[config.mk]
export PLATFORM = sky130hd
export DESIGN_NAME = kan_array_scheduler
export DESIGN_NICKNAME = d
export VERILOG_FILES = /design/src/rtl/kan_sched_pkg.sv /design/src/rtl/kan_array_scheduler_rr_arbiter.sv /design/src/rtl/kan_array_scheduler.sv
export SDC_FILE = /design/constraint.sdc
export NUM_CORES = 1
export LEC_CHECK = 0
export BUFFER_PORTS_ARGS = -buffer_cell sky130_fd_sc_hd__buf_2
export CAP_MARGIN = 20
export CORE_ASPECT_RATIO = 2
export CORE_MARGIN = 4
export CORE_UTILIZATION = 45
export CTS_CLUSTER_DIAMETER = 120
export DETAILED_ROUTE_END_ITERATION = 6
export MAX_ROUTING_LAYER = met4
export PLACE_DENSITY = 0.83
export RECOVER_POWER = 25
export SLEW_MARGIN = 30
export SYNTH_ARGS = -nofsm -noshare
export SYNTH_HDL_FRONTEND = slang
export SYNTH_SLANG_ARGS = --single-unit
[constraint.sdc]
create_clock -name clk -period 3.3 [get_ports clk]
set_clock_uncertainty 0.05 [all_clocks]
set_input_delay 0.66 -clock clk [delete_from_list [all_inputs] [get_ports clk]]
set_output_delay 0.66 -clock clk [all_outputs]
set_load 0.005 [all_outputs]
[src/rtl/kan_sched_pkg.sv]
// kan_array_scheduler shared types: FSM states, weight-buffer modes, helpers.
// Imported by the arbiter and the scheduler top.
package kan_sched_pkg;

    typedef enum logic [2:0] {
        S_IDLE,
        S_LOAD_REQ,
        S_LOAD_WAIT,
        S_STREAM,
        S_DRAIN,
        S_DONE
    } state_e;

    localparam logic [7:0] CFG_MODE_LOAD = 8'h01;
    localparam logic [7:0] CFG_MODE_IDLE = 8'h00;

    // LSB position of requester idx's slice in the flattened req_len bus
    function automatic int req_len_lo(input int idx, input int len_w);
        return idx * len_w;
    endfunction

endpackage

[src/rtl/kan_array_scheduler_rr_arbiter.sv]
// kan_rr_arbiter: combinational round-robin pick; first set req at or
// after ptr wins. Pointer register lives in the parent.
module kan_rr_arbiter
    import kan_sched_pkg::*;
#(
    parameter int NUM_REQ = 4,
    parameter int IDX_W   = $clog2(NUM_REQ)
) (
    input  logic [NUM_REQ-1:0] req,
    input  logic [IDX_W-1:0]   ptr,
    input  logic               enable,
    output logic [NUM_REQ-1:0] winner,
    output logic [IDX_W-1:0]   win_idx
);

    logic found;

    // Search [ptr, NUM_REQ) first, then wrap to [0, NUM_REQ)
    always_comb begin
        winner  = '0;
        win_idx = '0;
        found   = 1'b0;
        if (enable) begin
            for (int j = 0; j < NUM_REQ; j++) begin
                if (!found && req[j] && (j >= int'(ptr))) begin
                    found     = 1'b1;
                    winner[j] = 1'b1;
                    win_idx   = IDX_W'(j);
                end
            end
            for (int j = 0; j < NUM_REQ; j++) begin
                if (!found && req[j]) begin
                    found     = 1'b1;
                    winner[j] = 1'b1;
                    win_idx   = IDX_W'(j);
                end
            end
        end
    end

endmodule

[src/rtl/kan_array_scheduler.sv]
// kan_array_scheduler: shares one systolic array + weight buffer among
// NUM_REQ requesters. Optional watchdog: KAN_SCHED_WATCHDOG_EN.
module kan_array_scheduler
    import kan_sched_pkg::*;
#(
    parameter int NUM_REQ        = 4,
    parameter int LEN_W          = 16,
    parameter int DRAIN_CYCLES   = 4,
    parameter int TIMEOUT_CYCLES = 1024
) (
    input  logic                       clk,
    input  logic                       rst_n,
    input  logic [NUM_REQ-1:0]         req,
    input  logic [NUM_REQ*LEN_W-1:0]   req_len,
    output logic [NUM_REQ-1:0]         grant,
    output logic [NUM_REQ-1:0]         done,
    output logic                       err,
    output logic                       busy,
    output logic [$clog2(NUM_REQ)-1:0] job_id,
    output logic [7:0]                 wb_config_mode,
    input  logic                       wb_buffer_ready,
    input  logic                       wb_weights_valid,
    input  logic                       src_valid,
    output logic                       src_ready,
    output logic                       arr_in_valid,
    input  logic                       arr_in_ready,
    input  logic                       arr_active
);

    localparam int IDX_W = $clog2(NUM_REQ);
    localparam int IDL_W = $clog2(DRAIN_CYCLES + 1);

    state_e             state_q, state_d;
    logic [NUM_REQ-1:0] grant_q, grant_d;
    logic [IDX_W-1:0]   job_id_q, job_id_d;
    logic [IDX_W-1:0]   ptr_q, ptr_d;
    logic [LEN_W-1:0]   len_q, len_d;
    logic [LEN_W-1:0]   beat_q, beat_d;
    logic [IDL_W-1:0]   idle_q, idle_d;
    logic [7:0]         mode_q, mode_d;
    logic [NUM_REQ-1:0] win;
    logic [IDX_W-1:0]   win_idx;
    logic [LEN_W-1:0]   len_sel;

`ifdef KAN_SCHED_WATCHDOG_EN
    localparam int WD_W = $clog2(TIMEOUT_CYCLES + 1);
    logic [WD_W-1:0] wd_q, wd_d;
    logic            err_q, err_d;
`endif

    kan_rr_arbiter #(
        .NUM_REQ (NUM_REQ),
        .IDX_W   (IDX_W)
    ) u_arb (
        .req     (req),
        .ptr     (ptr_q),
        .enable  (state_q == S_IDLE),
        .winner  (win),
        .win_idx (win_idx)
    );

    // Pick the winner's vector count out of the flattened bus
    always_comb begin
        len_sel = '0;
        for (int i = 0; i < NUM_REQ; i++) begin
            if (win_idx == IDX_W'(i)) begin
                len_sel = req_len[req_len_lo(i, LEN_W) +: LEN_W];
            end
        end
    end

    // Next-state and job bookkeeping
    always_comb begin
        state_d  = state_q;
        grant_d  = grant_q;
        job_id_d = job_id_q;
        ptr_d    = ptr_q;
        len_d    = len_q;
        beat_d   = beat_q;
        idle_d   = '0;
        mode_d   = mode_q;
`ifdef KAN_SCHED_WATCHDOG_EN
        wd_d     = '0;
        err_d    = 1'b0;
`endif
        unique case (state_q)
            S_IDLE: begin
                if (|win) begin
                    grant_d  = win;
                    job_id_d = win_idx;
                    len_d    = len_sel;
                    beat_d   = '0;
                    state_d  = S_LOAD_REQ;
                end
            end
            S_LOAD_REQ: begin
                if (wb_buffer_ready) begin
                    mode_d  = CFG_MODE_LOAD;
                    state_d = S_LOAD_WAIT;
                end
            end
            S_LOAD_WAIT: begin
                if (wb_weights_valid) begin
                    mode_d  = CFG_MODE_IDLE;
                    state_d = (len_q == '0) ? S_DRAIN : S_STREAM;
                end
            end
            S_STREAM: begin
                if (src_valid && arr_in_ready) begin
                    if (beat_q == len_q - LEN_W'(1)) begin
                        state_d = S_DRAIN;
                    end else begin
                        beat_d = beat_q + 1'b1;
                    end
                end
            end
            S_DRAIN: begin
                if (idle_q == IDL_W'(DRAIN_CYCLES)) begin
                    state_d = S_DONE;
                end else if (!arr_active) begin
                    idle_d = idle_q + 1'b1;
                end
            end
            S_DONE: begin
                grant_d = '0;
                ptr_d   = (job_id_q == IDX_W'(NUM_REQ - 1)) ? '0
                                                           : job_id_q + 1'b1;
                state_d = S_IDLE;
            end
            default: state_d = S_IDLE;
        endcase
`ifdef KAN_SCHED_WATCHDOG_EN
        if (state_q inside {S_LOAD_REQ, S_LOAD_WAIT, S_DRAIN}) begin
            if (wd_q == WD_W'(TIMEOUT_CYCLES - 1)) begin
                state_d = S_DONE;
                mode_d  = CFG_MODE_IDLE;
                err_d   = 1'b1;
                idle_d  = '0;
            end else if (state_d == state_q) begin
                wd_d = wd_q + 1'b1;
            end
        end
`endif
    end

    // State and job registers
    always_ff @(posedge clk or negedge rst_n) begin
        if (!rst_n) begin
            state_q  <= S_IDLE;
            grant_q  <= '0;
            job_id_q <= '0;
            ptr_q    <= '0;
            len_q    <= '0;
            beat_q   <= '0;
            idle_q   <= '0;
            mode_q   <= CFG_MODE_IDLE;
        end else begin
            state_q  <= state_d;
            grant_q  <= grant_d;
            job_id_q <= job_id_d;
            ptr_q    <= ptr_d;
            len_q    <= len_d;
            beat_q   <= beat_d;
            idle_q   <= idle_d;
            mode_q   <= mode_d;
        end
    end

`ifdef KAN_SCHED_WATCHDOG_EN
    // Watchdog counter and abort flag (flag is high only in DONE)
    always_ff @(posedge clk or negedge rst_n) begin
        if (!rst_n) begin
            wd_q  <= '0;
            err_q <= 1'b0;
        end else begin
            wd_q  <= wd_d;
            err_q <= err_d;
        end
    end

    assign err = err_q;
`else
    // No watchdog in this build; err is constant low
    assign err = (TIMEOUT_CYCLES < 0);
`endif

    assign busy           = (state_q != S_IDLE);
    assign grant          = grant_q;
    assign job_id         = job_id_q;
    assign done           = (state_q == S_DONE) ? grant_q : '0;
    assign wb_config_mode = mode_q;
    assign arr_in_valid   = (state_q == S_STREAM) && src_valid;
    assign src_ready      = (state_q == S_STREAM) && arr_in_ready;

endmodule

==> out/results.tsv <==
metric	value	unit
Clock Latency Late Sink	0.29	ns
wire length on met3	394	um
initial antenna violation count	0	
drt pass-1 iters	4	
Die X	68.8	um
Worst Path Required	3.42	ns
CP Class	flip-flop to flip-flop	
final hold viol count	0	
Die Y	130	um
Total Routing Usage GR	0.226	
Fmax	319	MHz
Max-cap violations	1	
number of synthesized register bits	47	
Highest Signal Layer	met4	
drc violations	0	
post-layout net count	560	
Clock Sinks	47	
Distinct cells, synth	60	
Worst R2R Start	len_q[1]$_DFFE_PN0P_	
first-pass GRT wire length	14.8	mm
area of the die	0.00892	sq mm
setup violators final	0	
Post-synth top flop	dfrtp_1	
Tcrit/Tclk final	0.949	
H-Tree Depth	2	
Iteration-0 DRC Markers	97	
Crit. End Element	flip-flop	
failing checks	capacitance limit, slew limit	
Yosys warnings	0	
Met2 Routed Length	4.91	mm
post-synthesis instance total	400	
Hold Path Class	flip-flop to flip-flop	
outcome	complete, but fails checks	
final setup margin	0.168	ns
gpl congestion	0.927	
sequential-to-total area share from yosys stat	0.353	
Post-synth EDFFs	0	
pwr dens	763	mW/mm^2
maximum VDD drop	472	uV
setup slack, reg-to-reg	0.17	ns
share of cells above drive strength 1	0.250	
Final HPWL DP	7.19	mm
vias post-DR	3314	
CTS tree	yes	
largest net degree at the start of global routing	48	
port bufs	88	
ys async rst share	1.00	
clock slew at reported path FFs	0.06	ns
Num CTS Buffers	5	
unrepaired setup endpoints after global routing	no	
Hold Slack	0.421	ns
CP startpoint	len_q[1]$_DFFE_PN0P_	
Critical Path Source Type	flip-flop	
Post-DRT Antenna Nets	0	
Avg WL per Cell	16.1	um
vias in the first global route	3170	
Syn Area/Cell	8.32	sq um
placed cell area	0.00383	sq mm
antenna cells	0	
cell row count	44	
num ports	97	
setup slack at placement	0.175	ns
Met1 Wirelength	3.28	mm
relative slew slack	-0.645	
CTS max path bufs	2	
design area	0.00403	sq mm
area delta synth->final	20.9	%
leakage power	1.77	nW
CP Data Arrival Time	3.25	ns
hold_sp	idle_q[0]$_DFF_PN0_	
Mapped Area	0.00333	sq mm
hold_buf cts	0	
overall routed net length	9.20	mm
Clock Root Buffer	clkbuf_16	
core box area	0.00721	sq mm
Fin Setup TNS	0	ns
Worst Tran Pin Value	2.47	ns
Starting Density	0.461	
Avg Vias per Cell	5.79	
Crit Path Max Fanout	5	
gr ovfl total	0	
Tmin final	3.13	ns
Pins Over Slew Limit	48	
==> cell type report <==
type / instances / area (sq um)
Clock buffer: 5 / 125
Timing Repair Buffer: 100 / 542
Multi-Input combinational cell: 315 / 1990
Fill cell: 661 / 3190
Inverter: 11 / 41.3
Sequential cell: 47 / 1180
Clock inverter: 2 / 37.5
Tap cell: 92 / 115
==> placed cells by master, fill, tap and decap left out, types with 3 or more instances in the layout <==
cell | synthesis | final
o31ai_1 | 9 | 9
nand3b_1 | 3 | 3
or3_1 | 13 | 12
xor2_1 | 3 | 3
nor4_1 | 7 | 7
nor2_1 | 28 | 26
conb_1 | 1 | 8
o21ai_1 | 8 | 8
ha_1 | 5 | 5
clkbuf_16 | 0 | 5
o22ai_1 | 8 | 8
o21a_1 | 12 | 12
a21o_1 | 3 | 3
nor2b_1 | 5 | 5
nand4_1 | 3 | 3
nor3_1 | 5 | 5
inv_1 | 11 | 11
buf_4 | 8 | 11
a221oi_1 | 7 | 7
nand2b_1 | 8 | 8
xnor2_1 | 15 | 15
a221o_1 | 9 | 9
nand3_1 | 8 | 8
and2_1 | 7 | 7
nand2_1 | 39 | 39
a21oi_1 | 26 | 26
dfrtp_1 | 47 | 47
and3_1 | 4 | 4
buf_2 | 1 | 87
o21ai_0 | 33 | 33
a31oi_1 | 3 | 3
==> critical path, cell delays in order, from the launching register on <==
cell and delay (ns):
dfrtp_1 0.42, or4_4 0.57, or3_4 0.36, a2111oi_4 0.30, o2111ai_2 0.16, a2111oi_2 0.38, buf_4 0.18, nand3_1 0.07
a21o_1 0.20, mux2_1 0.32
==> synthesized netlist by cell type, drive strengths merged, types with 4 or more instances <==
library cell  count  area [sq um]
nor2b             5          31.3
nand3             8          40.0
a21oi            26           130
o21ai            41           205
a221o             9          90.1
o22ai             8          50.1
buf              12          98.8
o21a             12          90.1
a221oi            7          61.3
nor2             28           105
nand2b            8          50.1
xnor2            15           131
ha                5          62.6
inv              11          41.3
nor3              5          25.0
or3              13          81.3
and2              7          43.8
nor4              8          56.3
dfrtp            47          1180
nand2            39           146
o31ai             9          67.6
and3              4          25.0
clkbuf           22          83.8
==> metal layers <==
| metal | vias up | global-route usage |
|---|---|---|
| met5 | - | - |
| met4 | 0 | 0.154 |
| met3 | 46 | 0.0321 |
| met2 | 114 | 0.377 |
| met1 | 1543 | 0.235 |
| li1 | 1611 | - |
==> path summary, 6_finish.rpt <==
path	endpoint	cells past startpoint
max reg2reg	state_q[0]$_DFFE_PN0P_	9
min reg2reg	idle_q[0]$_DFF_PN0_	1
min in group asynchronous	grant[1]$_DFFE_PN0P_	1
min	idle_q[0]$_DFF_PN0_	1
max	state_q[0]$_DFFE_PN0P_	9
max in group asynchronous	job_id[1]$_DFFE_PN0P_	1
==> logic make-up (layout without fill, tap and decap cells) <==
kind of cell    count (synthesis)  in the layout  share of synthesized area
compound gates                135            135                      0.269
xor+xnor                       18             18                     0.0474
fa+ha+maj                       5              5                     0.0188
buf+inv                        45            118                     0.0673
flops                          47             47                      0.353
mux                             5              5                     0.0162
other cells                     1              8                    0.00113
simple gates                  144            144                      0.227
==> power by group <==
group	switching (mW)	total, mW	leakage [nW]	internal, mW
sequential	0.250	0.995	0.617	0.744
clock	0.216	0.569	0.0759	0.353
combinational	0.829	1.51	1.08	0.678
==> flip-flops by register name (all words and copies together), names as in the netlist <==
register / count
len_q: 16
state_q: 3
job_id: 2
ptr_q: 2
idle_q: 3
grant: 4
beat_q: 16
wb_config_mode: 1
==> timing repair <==
action                                  CTS  global route
setup buffers                             0             1
resized for setup                         0             4
endpoints found under the setup margin    0             1
==> through the flow <==
stage	util	cells	power, mW
after global routing	0.558	572	3.32
after CTS	0.553	571	3.05
final	0.558	572	3.07
after floorplan	-	407	2.05
after detailed placement	0.531	564	2.47
after global placement	0.530	564	2.41
No activity file was read; power rests on OpenSTA's default activity.
